File: config.mk
export PLATFORM = sky130hd
export DESIGN_NAME = hamming_decoder_engine
export DESIGN_NICKNAME = d
export VERILOG_FILES = /design/src/rtl/hamming_decoder_engine.sv
export SDC_FILE = /design/constraint.sdc
export NUM_CORES = 1
export LEC_CHECK = 0
export CAP_MARGIN = 20
export CORE_MARGIN = 1.5
export CORE_UTILIZATION = 60
export DETAILED_ROUTE_END_ITERATION = 7
export GPL_TIMING_DRIVEN = 0
export HOLD_SLACK_MARGIN = 0.02
export PLACE_DENSITY_LB_ADDON = 0.1
export REMOVE_ABC_BUFFERS = 1
export SYNTH_ARGS = -nofsm -noshare
export SYNTH_HDL_FRONTEND = slang
export SYNTH_SLANG_ARGS = --single-unit
File: constraint.sdc
create_clock -name clk -period 4.7 [get_ports clk]
set_input_delay 0.705 -clock clk [delete_from_list [all_inputs] [get_ports clk]]
set_output_delay 0.705 -clock clk [all_outputs]
set_load 0.01 [all_outputs]
File: src/rtl/hamming_decoder_engine.sv
// Hamming(16,11) SECDED receive engine: walks codewords in data memory,
// corrects single errors, flags double errors and writes messages back.
module hamming_decoder_engine #(
    parameter int IN_BASE   = 30,
    parameter int OUT_BASE  = 0,
    parameter int NUM_WORDS = 15,
    parameter int AW        = 8
) (
    input  logic          clk,
    input  logic          rst_n,
    input  logic          req,
    output logic          done,
    output logic [AW-1:0] mem_addr,
    input  logic [7:0]    mem_rd_data,
    output logic          mem_wr_en,
    output logic [7:0]    mem_wr_data
);

    localparam int IW = (NUM_WORDS > 1) ? $clog2(NUM_WORDS) : 1;

    typedef enum logic [2:0] {
        IDLE,
        RD_LO,
        RD_HI,
        DECODE,
        WR_LO,
        WR_HI,
        DONE
    } state_t;

    state_t        state;
    state_t        nxt;
    logic [IW-1:0] idx;
    logic [7:0]    c_lo;
    logic [7:0]    c_hi;
    logic [10:0]   dat;
    logic [1:0]    flg;

    logic          last;
    logic [AW-1:0] off;
    logic [AW-1:0] in_lo;
    logic [AW-1:0] out_lo;

    assign last   = (idx == IW'(NUM_WORDS - 1));
    assign off    = AW'({idx, 1'b0});
    assign in_lo  = AW'(IN_BASE) + off;
    assign out_lo = AW'(OUT_BASE) + off;

    logic [15:0] cw;
    logic [15:0] cc;
    logic [3:0]  syn;
    logic        par;
    logic [10:0] dec_data;
    logic [1:0]  dec_flg;

    always_comb begin
        cw  = {c_hi, c_lo};
        syn = 4'd0;
        for (int k = 1; k < 16; k++) begin
            if (cw[k]) syn = syn ^ 4'(k);
        end
        par = ^cw;
        cc  = cw;
        // syndrome 0 with odd parity means only p0 flipped
        if (par && (syn != 4'd0)) cc[syn] = ~cc[syn];
        dec_data = {cc[15:9], cc[7:5], cc[3]};
        if (par) begin
            dec_flg = 2'b01;
        end else if (syn != 4'd0) begin
            dec_flg = 2'b10;
        end else begin
            dec_flg = 2'b00;
        end
    end

    always_comb begin
        nxt = state;
        case (state)
            IDLE:    if (req) nxt = RD_LO;
            RD_LO:   nxt = RD_HI;
            RD_HI:   nxt = DECODE;
            DECODE:  nxt = WR_LO;
            WR_LO:   nxt = WR_HI;
            WR_HI:   nxt = last ? DONE : RD_LO;
            DONE:    if (req) nxt = RD_LO;
            default: nxt = IDLE;
        endcase
    end

    always_comb begin
        mem_addr    = '0;
        mem_wr_en   = 1'b0;
        mem_wr_data = 8'd0;
        done        = 1'b0;
        case (state)
            RD_LO: mem_addr = in_lo;
            RD_HI: mem_addr = in_lo + AW'(1);
            WR_LO: begin
                mem_addr    = out_lo;
                mem_wr_en   = 1'b1;
                mem_wr_data = dat[7:0];
            end
            WR_HI: begin
                mem_addr    = out_lo + AW'(1);
                mem_wr_en   = 1'b1;
                mem_wr_data = {flg, 3'b000, dat[10:8]};
            end
            DONE:    done = 1'b1;
            default: ;
        endcase
    end

    always_ff @(posedge clk or negedge rst_n) begin
        if (!rst_n) begin
            state <= IDLE;
            idx   <= '0;
            c_lo  <= 8'd0;
            c_hi  <= 8'd0;
            dat   <= 11'd0;
            flg   <= 2'b00;
        end else begin
            state <= nxt;
            case (state)
                RD_LO: c_lo <= mem_rd_data;
                RD_HI: c_hi <= mem_rd_data;
                DECODE: begin
                    dat <= dec_data;
                    flg <= dec_flg;
                end
                WR_HI: if (!last) idx <= idx + IW'(1);
                DONE:  if (req) idx <= '0;
                default: ;
            endcase
        end
    end

endmodule

==> flow_summary.json, run 1 <==
{
  "syn_inst": 262,
  "worstPathMaxFanout": 17,
  "maxCapViolations": 0,
  "fp.dieW_um": 67.4,
  "synth_seq_area_share_pct": 36.2,
  "post_synth_most_frequent_cells": "sky130_fd_sc_hd__dfrtp_1 (36), sky130_fd_sc_hd__nor2_1 (36), sky130_fd_sc_hd__nand2_1 (31)",
  "global_route.usage.total_pct": 25.0,
  "netlist-cell-type-count": 46,
  "slew_violations": 0,
  "post_synthesis_simple_gate_area_fraction_pct": 17.2,
  "critPathCaptureType": "output port",
  "arrival_ps": 2920,
  "path_class": "flop to output port",
  "synth_enable_flop_cells": 0,
  "starting_density_of_the_core_pct": 62.2,
  "worst_hold_path_type": "flop to flop",
  "number_of_antenna_violating_nets_in_the_routed_design": 0,
  "final-hold-violation-count": 0,
  "layout_worst_path_cycle_share_pct": 77.1,
  "drt_iter0_markers": 182,
  "yosysTopAreaCell": "sky130_fd_sc_hd__dfrtp_1",
  "cts.root.buffer_cell": "sky130_fd_sc_hd__clkbuf_8",
  "layout_setup_ws_ps": 1080,
  "source_to_sink_clock_delay_at_the_later_pin_of_the_worst_skew_pair_ps": 290,
  "sequential_cell_area_sq_um": 901,
  "multi_input_comb_area_sq_um": 1470,
  "synth_fa_ha_area_share_pct": 1.91,
  "cts_sinks": 36,
  "drive_above_1_share_pct": 11.1,
  "clkSlewWorstSetupHoldPaths_ps": 70,
  "rsz0062_at_grt": "false",
  "clock.fmax_mhz": 276,
  "pin_count": 29,
  "cts_tree": "built",
  "globalplace.congestion": 0.832,
  "dr_total_vias": 1902,
  "cts-buffers-inserted": 5,
  "worst_clock_skew_ps": 6.31,
  "ys_warn_count": 0,
  "met2_usage_pct": 38.7,
  "detail_route.drc_violations": 0,
  "finalWirelength_um": 5060,
  "cts-htree-levels": 2,
  "cts_setup_buffers": 0,
  "worst_case_headroom_to_the_max_slew_limit_pct": 34.2,
  "synth-seq-cells": 36,
  "area.growth.synth_to_final_pct": 12.6,
  "synth-compound-area-share_pct": 12.0,
  "first_global_vias": 1725,
  "antenna_found_initial": 0,
  "timing.critical_path.required_ps": 3990,
  "rows": 23,
  "status": "finished clean",
  "synth_top_family_by_area": "simple AND/OR/NAND/NOR gates",
  "setup_viol": 0,
  "worst_slew_pin_slew_ps": 986,
  "place_ws_ps": 1250,
  "synth.mux.area_fraction_pct": 12.5,
  "postCtsHoldBufs": 0,
  "num-nets-final": 294,
  "numPortBuffers": 26,
  "globalRoute.busiestLayer": "met2",
  "grt_max_degree": 37,
  "antenna-diode-count": 0,
  "grt_first_pass_wirelength_um": 8340,
  "detailed_place_hpwl_um": 3720,
  "yosys.area_share.xor_xnor_pct": 15.2,
  "globalRouteMet1Util_pct": 35.9,
  "fillCellCount": 332,
  "crit_path_start_kind": "flop",
  "synth_area_per_cell_sq_um": 9.49,
  "async_flop_share_pct": 100,
  "die-height_um": 67.4,
  "wl_per_cell_um": 15.3,
  "synth_ff_type": "sky130_fd_sc_hd__dfrtp_1",
  "overflow": 0,
  "fp.dieArea_sq_um": 4540,
  "yosysTopAreaCellShare_pct": 36.2,
  "synthTopCellsByArea": "sky130_fd_sc_hd__dfrtp_1 (36%), sky130_fd_sc_hd__mux2_2 (7.7%), sky130_fd_sc_hd__nor2_1 (5.4%)",
  "syn_area_sq_um": 2490,
  "detail_route.first_pass.iterations": 4,
  "postcts_resize_cnt": 0,
  "min_period_ps": 3620,
  "core_area_sq_um": 4000,
  "cts_max_path_bufs": 2,
  "setup_total_negative_slack_ps": 0,
  "groute.layer.met3.usage_pct": 4.50,
  "vias_per_inst": 5.76
}
## cell type report
class	instances	area share [%]
Clock buffer	5	2.46
Clock inverter	2	0.447
Inverter	8	1.07
Multi-Input combinational cell	203	52.5
Sequential cell	36	32.2
Tap cell	50	2.23
Timing Repair Buffer	26	9.12
## per-stage QoR
step                      util, %  hold WS [ps]  cell area [sq um]  cells
after CTS                    70.0           488               2800    330
after floorplan                 -           409               2400    247
after detailed placement     68.0           471               2720    323
final                        70.0           482               2800    330
after global placement       68.1           465               2720    323
after global routing         70.0           510               2800    330
## cell usage in the layout, fill, tap and decap left out, drive strengths merged, types with 7 or more instances in the layout
cell / n
nor2: 36
dfrtp: 36
nand2: 31
clkdlybuf4s50: 25
mux2: 17
xnor2: 14
mux2i: 12
a21oi: 11
o21ai: 9
inv: 8
a221o: 8
xor2: 8
nand3: 7
## sequential cells by signal, summed over array words and instances (netlist names)
register and cells:
c_hi 8, idx 4, c_lo 8, dat 11, flg 2, state 3
## worst paths after layout
| kind | from | slack (ps) | to | cells after the start |
|---|---|---|---|---|
| worst max-delay path | state[0] | 1080 | mem_addr[5] | 4 |
| worst max register to register | c_hi[7] | 1810 | dat[8] | 8 |
| worst min-delay path | flg[1] | 480 | flg[1] | 2 |
| min in group asynchronous | rst_n | 500 | state[1] | 1 |
| max in group asynchronous | rst_n | 3690 | c_hi[4] | 1 |
| worst min register to register | flg[1] | 480 | flg[1] | 2 |
## cell families (layout without fill, tap and decap cells)
family          count (synthesis)  in the layout
other cells                     1              2
simple gates                   96             96
mux                            29             29
buf+inv                        24             41
fa+ha+maj                       4              4
xor+xnor                       29             29
compound gates                 43             43
flops                          36             36
## worst max-delay path: stages (launching register included)
cell,delay (ps)
sky130_fd_sc_hd__dfrtp_1,610
sky130_fd_sc_hd__nor2b_1,420
sky130_fd_sc_hd__nor2b_1,840
sky130_fd_sc_hd__o32a_1,240
sky130_fd_sc_hd__clkdlybuf4s50_1,530
## per-layer routing
layer | vias to the layer above | wire, um
met1 | 912 | 2410
met2 | 43 | 2400
met3 | 6 | 195
li1 | 941 | -
met4 | 0 | 59
met5 | - | 0
Power of run 1 is left out: the tool's default activity adds up to more than one toggle a clock period on the data nets, which glitch-free logic cannot reach.
==> inputs of run 2 (changes only) <==
- CORE_UTILIZATION: 60 -> 51
- clock period: 4.7 -> 3.2 ns (I/O delays scaled with it)
==> run 2 against run 1 <==
Non-clock buffer count is the same; via count shrank 1.0%; count of clock-buffer cells in the layout grew 2; utilization shrank 9.7 points.
==> flow_summary.json, run 2 (synthesized netlist as in run 1, its figures left out) <==
{
  "clock.fmax_mhz": 333,
  "worst_case_headroom_to_the_max_slew_limit_pct": 46.3,
  "detail_route.drc_violations": 0,
  "dr_total_vias": 1883,
  "critical_path.top_delay_family": "simple AND/OR/NAND/NOR gates",
  "worstReg2RegStart": "c_hi[7]",
  "worst_clock_skew_ps": 5.95,
  "cts-htree-levels": 2,
  "clkSlewWorstSetupHoldPaths_ps": 70,
  "timing.critical_path.required_ps": 2720,
  "rows": 25,
  "placed_cell_area_sq_um": 2740,
  "layout.cells.most_common_list": "sky130_fd_sc_hd__dfrtp_1 (36), sky130_fd_sc_hd__nor2_1 (35), sky130_fd_sc_hd__nand2_1 (31)",
  "source_to_sink_clock_delay_at_the_later_pin_of_the_worst_skew_pair_ps": 290,
  "fp.dieW_um": 72.8,
  "area.growth.synth_to_final_pct": 14.5,
  "biggestRegsByFlops": "dat x11, c_hi x8, c_lo x8",
  "globalRouteMet1Util_pct": 32.1,
  "antenna-diode-count": 0,
  "global_route.usage.total_pct": 21.3,
  "drt_iter0_markers": 107,
  "groute.layer.met3.usage_pct": 4.14,
  "critical-path-max-stage-delay_ps": 610,
  "fp.dieArea_sq_um": 5300,
  "cts_sinks": 36,
  "critical_path.slowest_cell": "sky130_fd_sc_hd__dfrtp_1",
  "critPathCaptureType": "output port",
  "cts.root.buffer_cell": "sky130_fd_sc_hd__clkbuf_8",
  "vias_per_inst": 5.43,
  "antenna_found_initial": 0,
  "multi_input_comb_area_sq_um": 1480,
  "critical_path.n_buffers_inverters": 1,
  "critical_path.reg2reg.endpoint": "dat[0]",
  "rsz0062_at_grt": "false",
  "finalWirelength_um": 5110,
  "postCtsHoldBufs": 0,
  "num-nets-final": 294,
  "worst_reg2reg_path_depth": 8,
  "die-height_um": 72.8,
  "final_area_sq_um": 2850,
  "starting_density_of_the_core_pct": 52.6,
  "max_flop_register": "dat",
  "met2_usage_pct": 30.6,
  "path_class": "flop to output port",
  "arrival_ps": 2520,
  "slew_violations": 0,
  "worstPathMaxFanout": 17,
  "wl_per_cell_um": 14.7,
  "worst_slew_pin_slew_ps": 805,
  "globalplace.congestion": 0.840,
  "numPortBuffers": 26,
  "cts_tree": "built",
  "grt_first_pass_wirelength_um": 8540,
  "pin_count": 29,
  "globalRoute.busiestLayer": "met1",
  "setup_viol": 0,
  "r2r_setup_slack_ps": 270,
  "overflow": 0,
  "largest_register_ffs": 11,
  "detailed_place_hpwl_um": 3790,
  "detail_route.first_pass.iterations": 4,
  "grt_max_degree": 37,
  "core_area_sq_um": 4720,
  "number_of_antenna_violating_nets_in_the_routed_design": 0,
  "min_period_ps": 3000,
  "crit_path_start_kind": "flop",
  "cts_max_path_bufs": 2,
  "maxCapViolations": 0,
  "cts-buffers-inserted": 5,
  "fillCellCount": 440,
  "crit_chain": "nor2b_1 > nor2b_4 > o32a_1 > clkdlybuf4s50_1",
  "layout_worst_path_cycle_share_pct": 93.8,
  "layout.cells.most_common": "sky130_fd_sc_hd__dfrtp_1",
  "first_global_vias": 1668,
  "worst_hold_path_type": "primary input to async pin",
  "final-hold-violation-count": 0,
  "sequential_cell_area_sq_um": 901,
  "setup_total_negative_slack_ps": 0,
  "drive_above_1_share_pct": 11.8,
  "status": "finished clean"
}
run 2: cell types whose count changed in the layout (fill, tap and decap cells not counted), sizes merged:
| cell | delta |
|---|---|
| clkinv | -1 |
| clkinvlp | -1 |
| clkbuf | +2 |
run 2: how the worst max path moves through the flow:
| stage | startpoint | end | slack, ps | depth (start not counted) |
|---|---|---|---|---|
| 2_1_floorplan | c_hi[7] | dat[0] | 700 | 8 |
| 3_3_place_gp | state[0] | mem_addr[5] | 50 | 4 |
| 3_5_place_dp | state[0] | mem_addr[5] | 50 | 4 |
| 4_1_cts | state[0] | mem_addr[5] | 7 | 4 |
| 5_1_grt | state[0] | mem_addr[5] | 60 | 4 |
| 6_report | state[0] | mem_addr[5] | 200 | 4 |
run 2: area by class of cell:
cell class / count / share of cell area [%]
multi-input combinational: 203 / 52.0
sequential: 36 / 31.6
timing repair buffer: 26 / 8.97
clock buffer: 7 / 3.38
inverter: 8 / 1.05
tap: 67 / 2.95
run 2: metrics by stage:
stage | cells | setup WS, ps | hold slack, ps | utilization [%]
global placement | 340 | 47.4 | 469 | 58.1
finish | 347 | 199 | 271 | 60.3
floorplan | 247 | 697 | 184 | -
detailed placement | 340 | 53.3 | 477 | 58.0
CTS | 347 | 7.07 | 298 | 60.2
global route | 347 | 57.7 | 353 | 60.3
run 2: per-layer routing:
metal,up-vias,wire [um]
li1,938,-
met1,902,2560
met2,37,2250
met3,6,231
met4,0,62
met5,-,0
run 2: repair_timing:
item,CTS,global route
buffers inserted,0,0
endpoints found under the setup margin,2,2
gates resized for setup,2,1
pin swaps,0,0
Power of run 2 is left out for the same reason.
